`src/rtl/sdram_arb_pkg.sv`:
```
// Shared types and constants for the two-port SDRAM host arbiter.
// Holds the FSM state encoding, grant identifiers and default widths.
package sdram_arb_pkg;

    localparam int ADDR_W_DEF = 25;
    localparam int DATA_W_DEF = 16;

    localparam logic GRANT_CAM = 1'b0;
    localparam logic GRANT_LCD = 1'b1;

    typedef enum logic [1:0] {
        ST_IDLE  = 2'd0,
        ST_ISSUE = 2'd1,
        ST_BUSY  = 2'd2,
        ST_DONE  = 2'd3
    } arb_state_t;

endpackage

```
`src/rtl/sdram_port_arbiter_rr_arb2.sv`:
```
// Two-input picker: round-robin on ties, or display-first when RD_PRIORITY=1.
// Ports: i_req_cam/i_req_lcd requests, i_last_grant, o_grant index, o_valid.
module rr_arb2
    import sdram_arb_pkg::*;
#(
    parameter int RD_PRIORITY = 0
) (
    input  logic i_req_cam,
    input  logic i_req_lcd,
    input  logic i_last_grant,
    output logic o_grant,
    output logic o_valid
);

    always_comb begin
        o_valid = i_req_cam | i_req_lcd;
        o_grant = GRANT_CAM;
        unique case (1'b1)
            (i_req_cam && i_req_lcd): begin
                // Tie: the port that did not win last time goes next.
                if (RD_PRIORITY != 0)
                    o_grant = GRANT_LCD;
                else
                    o_grant = ~i_last_grant;
            end
            (i_req_lcd && !i_req_cam): o_grant = GRANT_LCD;
            default:                   o_grant = GRANT_CAM;
        endcase
    end

endmodule

```
`src/rtl/sdram_port_arbiter.sv`:
```
// Shares the sdram_controller single-word host port between the camera
// writer and display reader, one transaction at a time.
// Ports: cam_* write requester, lcd_* read requester, sd_* controller side,
// grant_id current/last owner, timeout_err sticky ISSUE-timeout flag.
module sdram_port_arbiter
    import sdram_arb_pkg::*;
#(
    parameter int ADDR_W      = ADDR_W_DEF,
    parameter int DATA_W      = DATA_W_DEF,
    parameter int RD_PRIORITY = 0,
    parameter int ACK_TIMEOUT = 32
) (
    input  logic              clk,
    input  logic              rst_n,
    input  logic              cam_req,
    input  logic [ADDR_W-1:0] cam_addr,
    input  logic [DATA_W-1:0] cam_data,
    output logic              cam_ack,
    input  logic              lcd_req,
    input  logic [ADDR_W-1:0] lcd_addr,
    output logic              lcd_ack,
    output logic [DATA_W-1:0] lcd_data,
    output logic              lcd_valid,
    output logic [ADDR_W-1:0] sd_wr_addr,
    output logic [DATA_W-1:0] sd_wr_data,
    input  logic [DATA_W-1:0] sd_rd_data,
    input  logic              sd_busy,
    output logic              sd_wr_enable,
    output logic              sd_rd_enable,
    output logic              grant_id,
    output logic              timeout_err
);

    localparam int CNT_W = $clog2(ACK_TIMEOUT) + 1;
    localparam logic [CNT_W-1:0] CNT_LAST = CNT_W'(ACK_TIMEOUT - 1);

    arb_state_t       r_state;
    logic             r_last_grant;
    logic [CNT_W-1:0] r_cnt;
    logic             w_grant;
    logic             w_grant_vld;

    rr_arb2 #(
        .RD_PRIORITY (RD_PRIORITY)
    ) u_pick (
        .i_req_cam    (cam_req),
        .i_req_lcd    (lcd_req),
        .i_last_grant (r_last_grant),
        .o_grant      (w_grant),
        .o_valid      (w_grant_vld)
    );

    always_ff @(posedge clk) begin
        if (!rst_n) begin
            r_state      <= ST_IDLE;
            r_last_grant <= GRANT_LCD;
            r_cnt        <= '0;
            cam_ack      <= 1'b0;
            lcd_ack      <= 1'b0;
            lcd_valid    <= 1'b0;
            lcd_data     <= '0;
            sd_wr_addr   <= '0;
            sd_wr_data   <= '0;
            sd_wr_enable <= 1'b0;
            sd_rd_enable <= 1'b0;
            grant_id     <= 1'b0;
            timeout_err  <= 1'b0;
        end else begin
            cam_ack   <= 1'b0;
            lcd_ack   <= 1'b0;
            lcd_valid <= 1'b0;
            unique case (r_state)
                ST_IDLE: begin
                    // Controller busy (init/refresh) holds off all grants.
                    if (!sd_busy && w_grant_vld) begin
                        grant_id <= w_grant;
                        r_cnt    <= '0;
                        r_state  <= ST_ISSUE;
                        if (w_grant == GRANT_LCD) begin
                            sd_wr_addr   <= lcd_addr;
                            sd_rd_enable <= 1'b1;
                        end else begin
                            sd_wr_addr   <= cam_addr;
                            sd_wr_data   <= cam_data;
                            sd_wr_enable <= 1'b1;
                        end
                    end
                end
                ST_ISSUE: begin
                    if (sd_busy) begin
                        sd_wr_enable <= 1'b0;
                        sd_rd_enable <= 1'b0;
                        r_state      <= ST_BUSY;
                    end else if (r_cnt == CNT_LAST) begin
                        // Give up; the held request is re-arbitrated.
                        sd_wr_enable <= 1'b0;
                        sd_rd_enable <= 1'b0;
                        timeout_err  <= 1'b1;
                        r_state      <= ST_IDLE;
                    end else begin
                        r_cnt <= r_cnt + 1'b1;
                    end
                end
                ST_BUSY: begin
                    // Ack is registered here so it is high during DONE.
                    if (!sd_busy) begin
                        r_state <= ST_DONE;
                        if (grant_id == GRANT_LCD) begin
                            lcd_ack   <= 1'b1;
                            lcd_valid <= 1'b1;
                            lcd_data  <= sd_rd_data;
                        end else begin
                            cam_ack <= 1'b1;
                        end
                    end
                end
                ST_DONE: begin
                    r_last_grant <= grant_id;
                    r_state      <= ST_IDLE;
                end
                default: r_state <= ST_IDLE;
            endcase
        end
    end

endmodule

```
`config.mk`:
```
export PLATFORM = sky130hd
export DESIGN_NAME = sdram_port_arbiter
export DESIGN_NICKNAME = d
export VERILOG_FILES = /design/src/rtl/sdram_arb_pkg.sv /design/src/rtl/sdram_port_arbiter_rr_arb2.sv /design/src/rtl/sdram_port_arbiter.sv
export SDC_FILE = /design/constraint.sdc
export NUM_CORES = 1
export LEC_CHECK = 0
export BUFFER_PORTS_ARGS = -buffer_cell sky130_fd_sc_hd__buf_4
export CAP_MARGIN = 20
export CORE_MARGIN = 4
export CORE_UTILIZATION = 46
export CTS_CLUSTER_DIAMETER = 60
export CTS_CLUSTER_SIZE = 28
export DETAILED_ROUTE_END_ITERATION = 10
export PLACE_DENSITY_LB_ADDON = 0.25
export SYNTH_ARGS = -nofsm -noshare
export SYNTH_HDL_FRONTEND = slang
export SYNTH_SLANG_ARGS = --single-unit
```
`constraint.sdc`:
```
create_clock -name clk -period 1.79 [get_ports clk]
set_input_delay 0.179 -clock clk [delete_from_list [all_inputs] [get_ports clk]]
set_output_delay 0.179 -clock clk [all_outputs]
set_load 0.03 [all_outputs]
```
Yosys cells after proc, flatten, opt, wreduce, memory -nomap -nowiden
Index checks and enable logic that the tools add are counted.
{"block": "word_totals", "reg_bits": 72, "word_cells": 67, "inputBits": 87}
{"block": "op_classes", "n_mux": 21, "bitwise_logic": 6, "n_eq_ne": 11, "n_addsub": 1, "n_reduce_logical": 16}
{"operator": "2-to-1 mux 25 bit", "n": 1}
{"operator": "2-to-1 mux 6 bit", "n": 3}
{"operator": "inequality test 2 bit, second input constant", "n": 6}
{"operator": "case mux 6 bit (2 select lines)", "n": 1}
{"operator": "AND reduction 3 bit", "n": 4}
{"operator": "AND reduction 4 bit", "n": 3}
{"operator": "2-to-1 mux 1 bit", "n": 8}
{"operator": "2-to-1 mux 2 bit", "n": 4}
{"operator": "case mux 2 bit (4 select lines)", "n": 1}
{"operator": "adder 6 x 1 -> 6 bit, second input constant", "n": 1}
{"operator": "== test 6 x 5 -> 1 bit, second input constant", "n": 1}
{"operator": "case mux 1 bit (2 select lines)", "n": 3}
{"operator": "inverter 1 bit", "n": 5}
{"operator": "== test 2 bit, second input constant", "n": 2}
{"operator": "logical AND 1 bit", "n": 3}
{"operator": "inequality test 3 bit, second input constant", "n": 1}
{"operator": "OR reduction 3 bit", "n": 1}
{"operator": "== test 2 x 1 -> 1 bit, second input constant", "n": 1}
{"operator": "logical NOT 1 bit", "n": 2}
{"operator": "logical NOT 2 bit", "n": 1}
{"operator": "AND reduction 2 bit", "n": 1}
{"operator": "nonzero test 2 bit", "n": 1}
{"operator": "OR 1 bit", "n": 1}

Depth between registers and ports, before layout
{"block": "logic_depth", "word_depth": 6, "ltp_mapped": 7}

By module
From an unflattened synthesis, not the netlist that was laid out.
{"block": "hier_totals", "cells_unflattened": 341, "hier_area_um2": 3129.3}
{"module": "sdram_port_arbiter", "n_inst": 1, "cells_each": 339, "area_per_inst_um2": 3115.5}
{"module": "rr_arb2", "n_inst": 1, "cells_each": 2, "area_per_inst_um2": 13.8}

Worst setup path after synthesis
Ideal clock, no wire load.
{"block": "synth_timing", "path_kind": "register to register", "from": "reg grant_id", "to": "reg lcd_data[13]", "path_stages_with_launch": 6, "path_slack_ns": 0.356, "required_time_ns": 1.672, "arrival_ns": 1.315, "period_less_slack_ns": 1.434, "cell_sequence": "dfxtp_1 -> or3b_1 -> buf_6 -> buf_12 -> nand2_2 -> a21boi_2"}
{"block": "synth_via", "elab_chain_len": 1}
{"element": "start: declaration", "line": "sdram_port_arbiter.sv:30", "text": "output logic grant_id,"}
{"element": "start signal: assignment", "line": "sdram_port_arbiter.sv:76", "text": "grant_id <= w_grant;"}
{"element": "AND reduction 3 bit (no line)"}
{"element": "end signal: assignment", "line": "sdram_port_arbiter.sv:111", "text": "lcd_data <= sd_rd_data;"}
{"element": "end: declaration", "line": "sdram_port_arbiter.sv:22", "text": "output logic [DATA_W-1:0] lcd_data,"}
No other way between the ends.
A chain may end at the register's enable or synchronous reset.

Final worst setup path
{"block": "layout_timing", "from": "reg r_state[0]", "to": "reg r_cnt[0]"}
{"block": "layout_via", "elab_chain_len": 3, "word_cells_on_any_way": 8}
{"element": "start: declaration", "line": "sdram_port_arbiter.sv:37", "text": "arb_state_t r_state;"}
{"element": "start signal: assignment", "line": "sdram_port_arbiter.sv:55", "text": "r_state <= ST_IDLE;"}
{"element": "start signal: assignment", "line": "sdram_port_arbiter.sv:78", "text": "r_state <= ST_ISSUE;"}
{"element": "start signal: assignment", "line": "sdram_port_arbiter.sv:93", "text": "r_state <= ST_BUSY;"}
{"element": "== test 2 x 1 -> 1 bit or logical NOT 2 bit (tied branches)", "line": "sdram_port_arbiter.sv:72", "text": "unique case (r_state)"}
{"element": "inequality test 2 bit (no line) or nonzero test 2 bit (tied branches)"}
{"element": "AND reduction 4 bit (no line)"}
{"element": "end signal: assignment", "line": "sdram_port_arbiter.sv:101", "text": "r_cnt <= r_cnt + 1'b1;"}
{"element": "end: declaration", "line": "sdram_port_arbiter.sv:39", "text": "logic [CNT_W-1:0] r_cnt;"}
Parallel ways exist; a longest one is shown, timed or not.

==> out/qor.txt <==
first-pass GRT wire length = 12.59 mm
max-cap violations = 0
TNS Setup = 0 ps
setup ws final = 139.7 ps
worst slack at placement = 188.5 ps
Die ar. = 0.008308 mm2
Starting Density = 47.07%
Reg2Reg Launch Point = r_state[0]$_SDFFE_PN0P_
Die Y = 91.15 um
fin nets = 567
CTS tree = built
all-layer global routing usage = 18.35%
# hold bufs at CTS = 0
power per cell area = 828.1 mW/mm2
fin. max-slew vios = 0
Post-DP Area = 0.004359 mm2
Post-Synthesis Cells = 336
Final setup viols = 0
top fanout value on the critical path = 12
ANT nets after route = 0
antenna diode count = 0
FILL cells = 583
Design Area, Final = 0.004573 mm2
sequential fraction of the synthesis area = 45.32%
Worst Setup Start Kind = flip-flop
synthesized net count = 424
initial antenna violation count = 0
Rel. slew slack = 57.09%
FFs w/ async S/R, synth = 0%
clk slew on worst S/H paths = 70 ps
final wirelength = 7.647 mm
share of cells above drive strength 1 = 40.70%
multi-input logic area = 0.001590 mm2
DRT iter0 DRCs = 114
Primary FF master, synth = dfxtp_1
Post-Route Utilization = 67.69%
CTS H-tree depth = 3
Pre-antenna DRT Iters = 6
crit path capture type = flip-flop
Register Area = 0.001441 mm2
share of the synthesized area in the top cell type = 45.32%
outcome = completed
drt drc = 0
largest net degree at the start of global routing = 54
CTS sink cnt = 72
worst hold path class = in -> reg
number of global-route vias before repair = 2821
Crit Path Class = reg -> reg
worst clock skew = 9.933 ps
synthesized area per cell = 9.466 um2
clock network latency to the later pin of the worst-skew pair = 340 ps
post-CTS setup buffers = 0
Seq cells post-synth = 72
VDD IR-drop max = 598.4 uV
synth top area cells = dfxtp_1 45%, nand2_1 10%, mux2i_1 7.9%, o211a_1 7.9%, a21boi_0 5.7%
chip width = 91.15 um
slew at the pin with the worst max-slew slack = 636.9 ps
GRT overflow = 0
commonest cells after routing, fill and taps aside = 155 x buf_4, 87 x nand2_1, 72 x dfxtp_1
YS warnings = 0
minimum clock period after layout = 1650 ps
Highest Clock Rate = 605.9 MHz
hold path startpoint = cam_data[12]
Max Root-Sink Buffers = 2
I/O pins = 151
Post-Syn Area = 0.003181 mm2
WP data arrival = 1880 ps
most common cell after layout, fill and taps aside = buf_4
area leader, netlist = dfxtp_1
core footprint = 0.006756 mm2
CP Launch Point = r_state[0]$_SDFFE_PN0P_
worst r2r path cells = 4
Hold Fails Final Rpt = 0
RSZ-0062 raised after global routing = false
cts repair resizes = 0
Root Driver = clkbuf_8
WHS Path Cells = 3
Tcrit/Tclk final = 92.20%
total CTS buffers = 9
Yosys cell types = 42
number of buffers inserted by port buffering = 150
leakage power = 2.217 nW
FP Rows = 30
Crit path required time = 2020 ps
Overall Power = 3.787 mW
Placer Congestion = 0.8681
area grow syn2layout = 43.78%
DP Wirelength = 5.632 mm
Post-synth EDFFs = 0
DR WL/cell = 13.56 um
Via density = 5.121
vias post-DR = 2888
[per-layer routing]
layer | routed length [um] | global-route usage (%)
met2 | 3826 | 32.31
met5 | 0 | 0
met3 | 648 | 5.468
met1 | 3037 | 20.59
met4 | 133 | 7.412
[power breakdown]
group | internal (mW) | leakage (nW) | switching (mW)
Clock | 0.823 | 0.108 | 0.558
Combinational | 0.336 | 1.52 | 0.346
Sequential | 1.68 | 0.587 | 0.0458
Total | 2.84 | 2.22 | 0.950
[synth_stat cells (2+ instances only)]
library cell / count
nor4b_1: 2
nor2_1: 4
a21boi_0: 24
o21ai_0: 4
nand2_1: 87
a21boi_2: 10
a21boi_1: 2
mux2i_1: 25
nand3_1: 7
and2_1: 4
dfxtp_1: 72
nor3_1: 3
o211a_1: 25
o21a_1: 2
buf_2: 7
nand2_2: 10
nand2b_1: 2
nor2b_1: 2
clkbuf_1: 8
buf_4: 9
a21oi_1: 2
and3_1: 4
xor2_1: 2
[registers in the layout, indices dropped and copies added, names as in the netlist, named ones only]
signal	flops
sd_wr_addr	25
lcd_data	16
sd_wr_data	16
r_cnt	6
cam_ack	1
grant_id	1
lcd_valid	1
r_last_grant	1
r_state	1
sd_rd_enable	1
sd_wr_enable	1
timeout_err	1
[area by class of cell]
class	count	share of cell area, %
timing repair buffer	158	26.76
inverter	1	0.08208
clock inverter	3	1.423
sequential	72	31.52
clock buffer	13	3.256
multi-input combinational	237	34.77
tap	80	2.189
[through the flow]
stage,cells,hold slack [ps]
global placement,548,434.1
global route,564,90.89
finish,564,94.52
detailed placement,548,441.0
floorplan,336,313.9
CTS,564,81.21
[worst max-delay path: stages, from the launching register on]
cell and delay (ps):
dfxtp_1 510, nor3b_2 430, o31ai_1 210, and3_1 220, o21a_1 180
[path summary, 6_finish.rpt]
| kind | end | slack, ps |
|---|---|---|
| setup / recovery | r_cnt[0]$_SDFFE_PN0P_ | 140 |
| hold / removal | sd_wr_data[12]$_SDFFE_PN0P_ | 90 |
| setup reg to reg | r_cnt[0]$_SDFFE_PN0P_ | 140 |
| hold reg to reg | lcd_data[13]$_SDFFE_PN0P_ | 460 |
[cell families (layout without fill, tap and decap cells)]
kind of cell | Yosys count | count (layout) | synth area share [%]
AOI/OAI and AO/OA | 75 | 75 | 20.50
DFF | 72 | 72 | 45.32
adders and majority gates | 1 | 1 | 0.3933
muxes | 25 | 25 | 7.868
buffers and inverters | 27 | 175 | 5.271
and+or+nand+nor | 134 | 134 | 20.10
xor gates and xnor gates | 2 | 2 | 0.5508
Power figures use the tool's default switching activity.
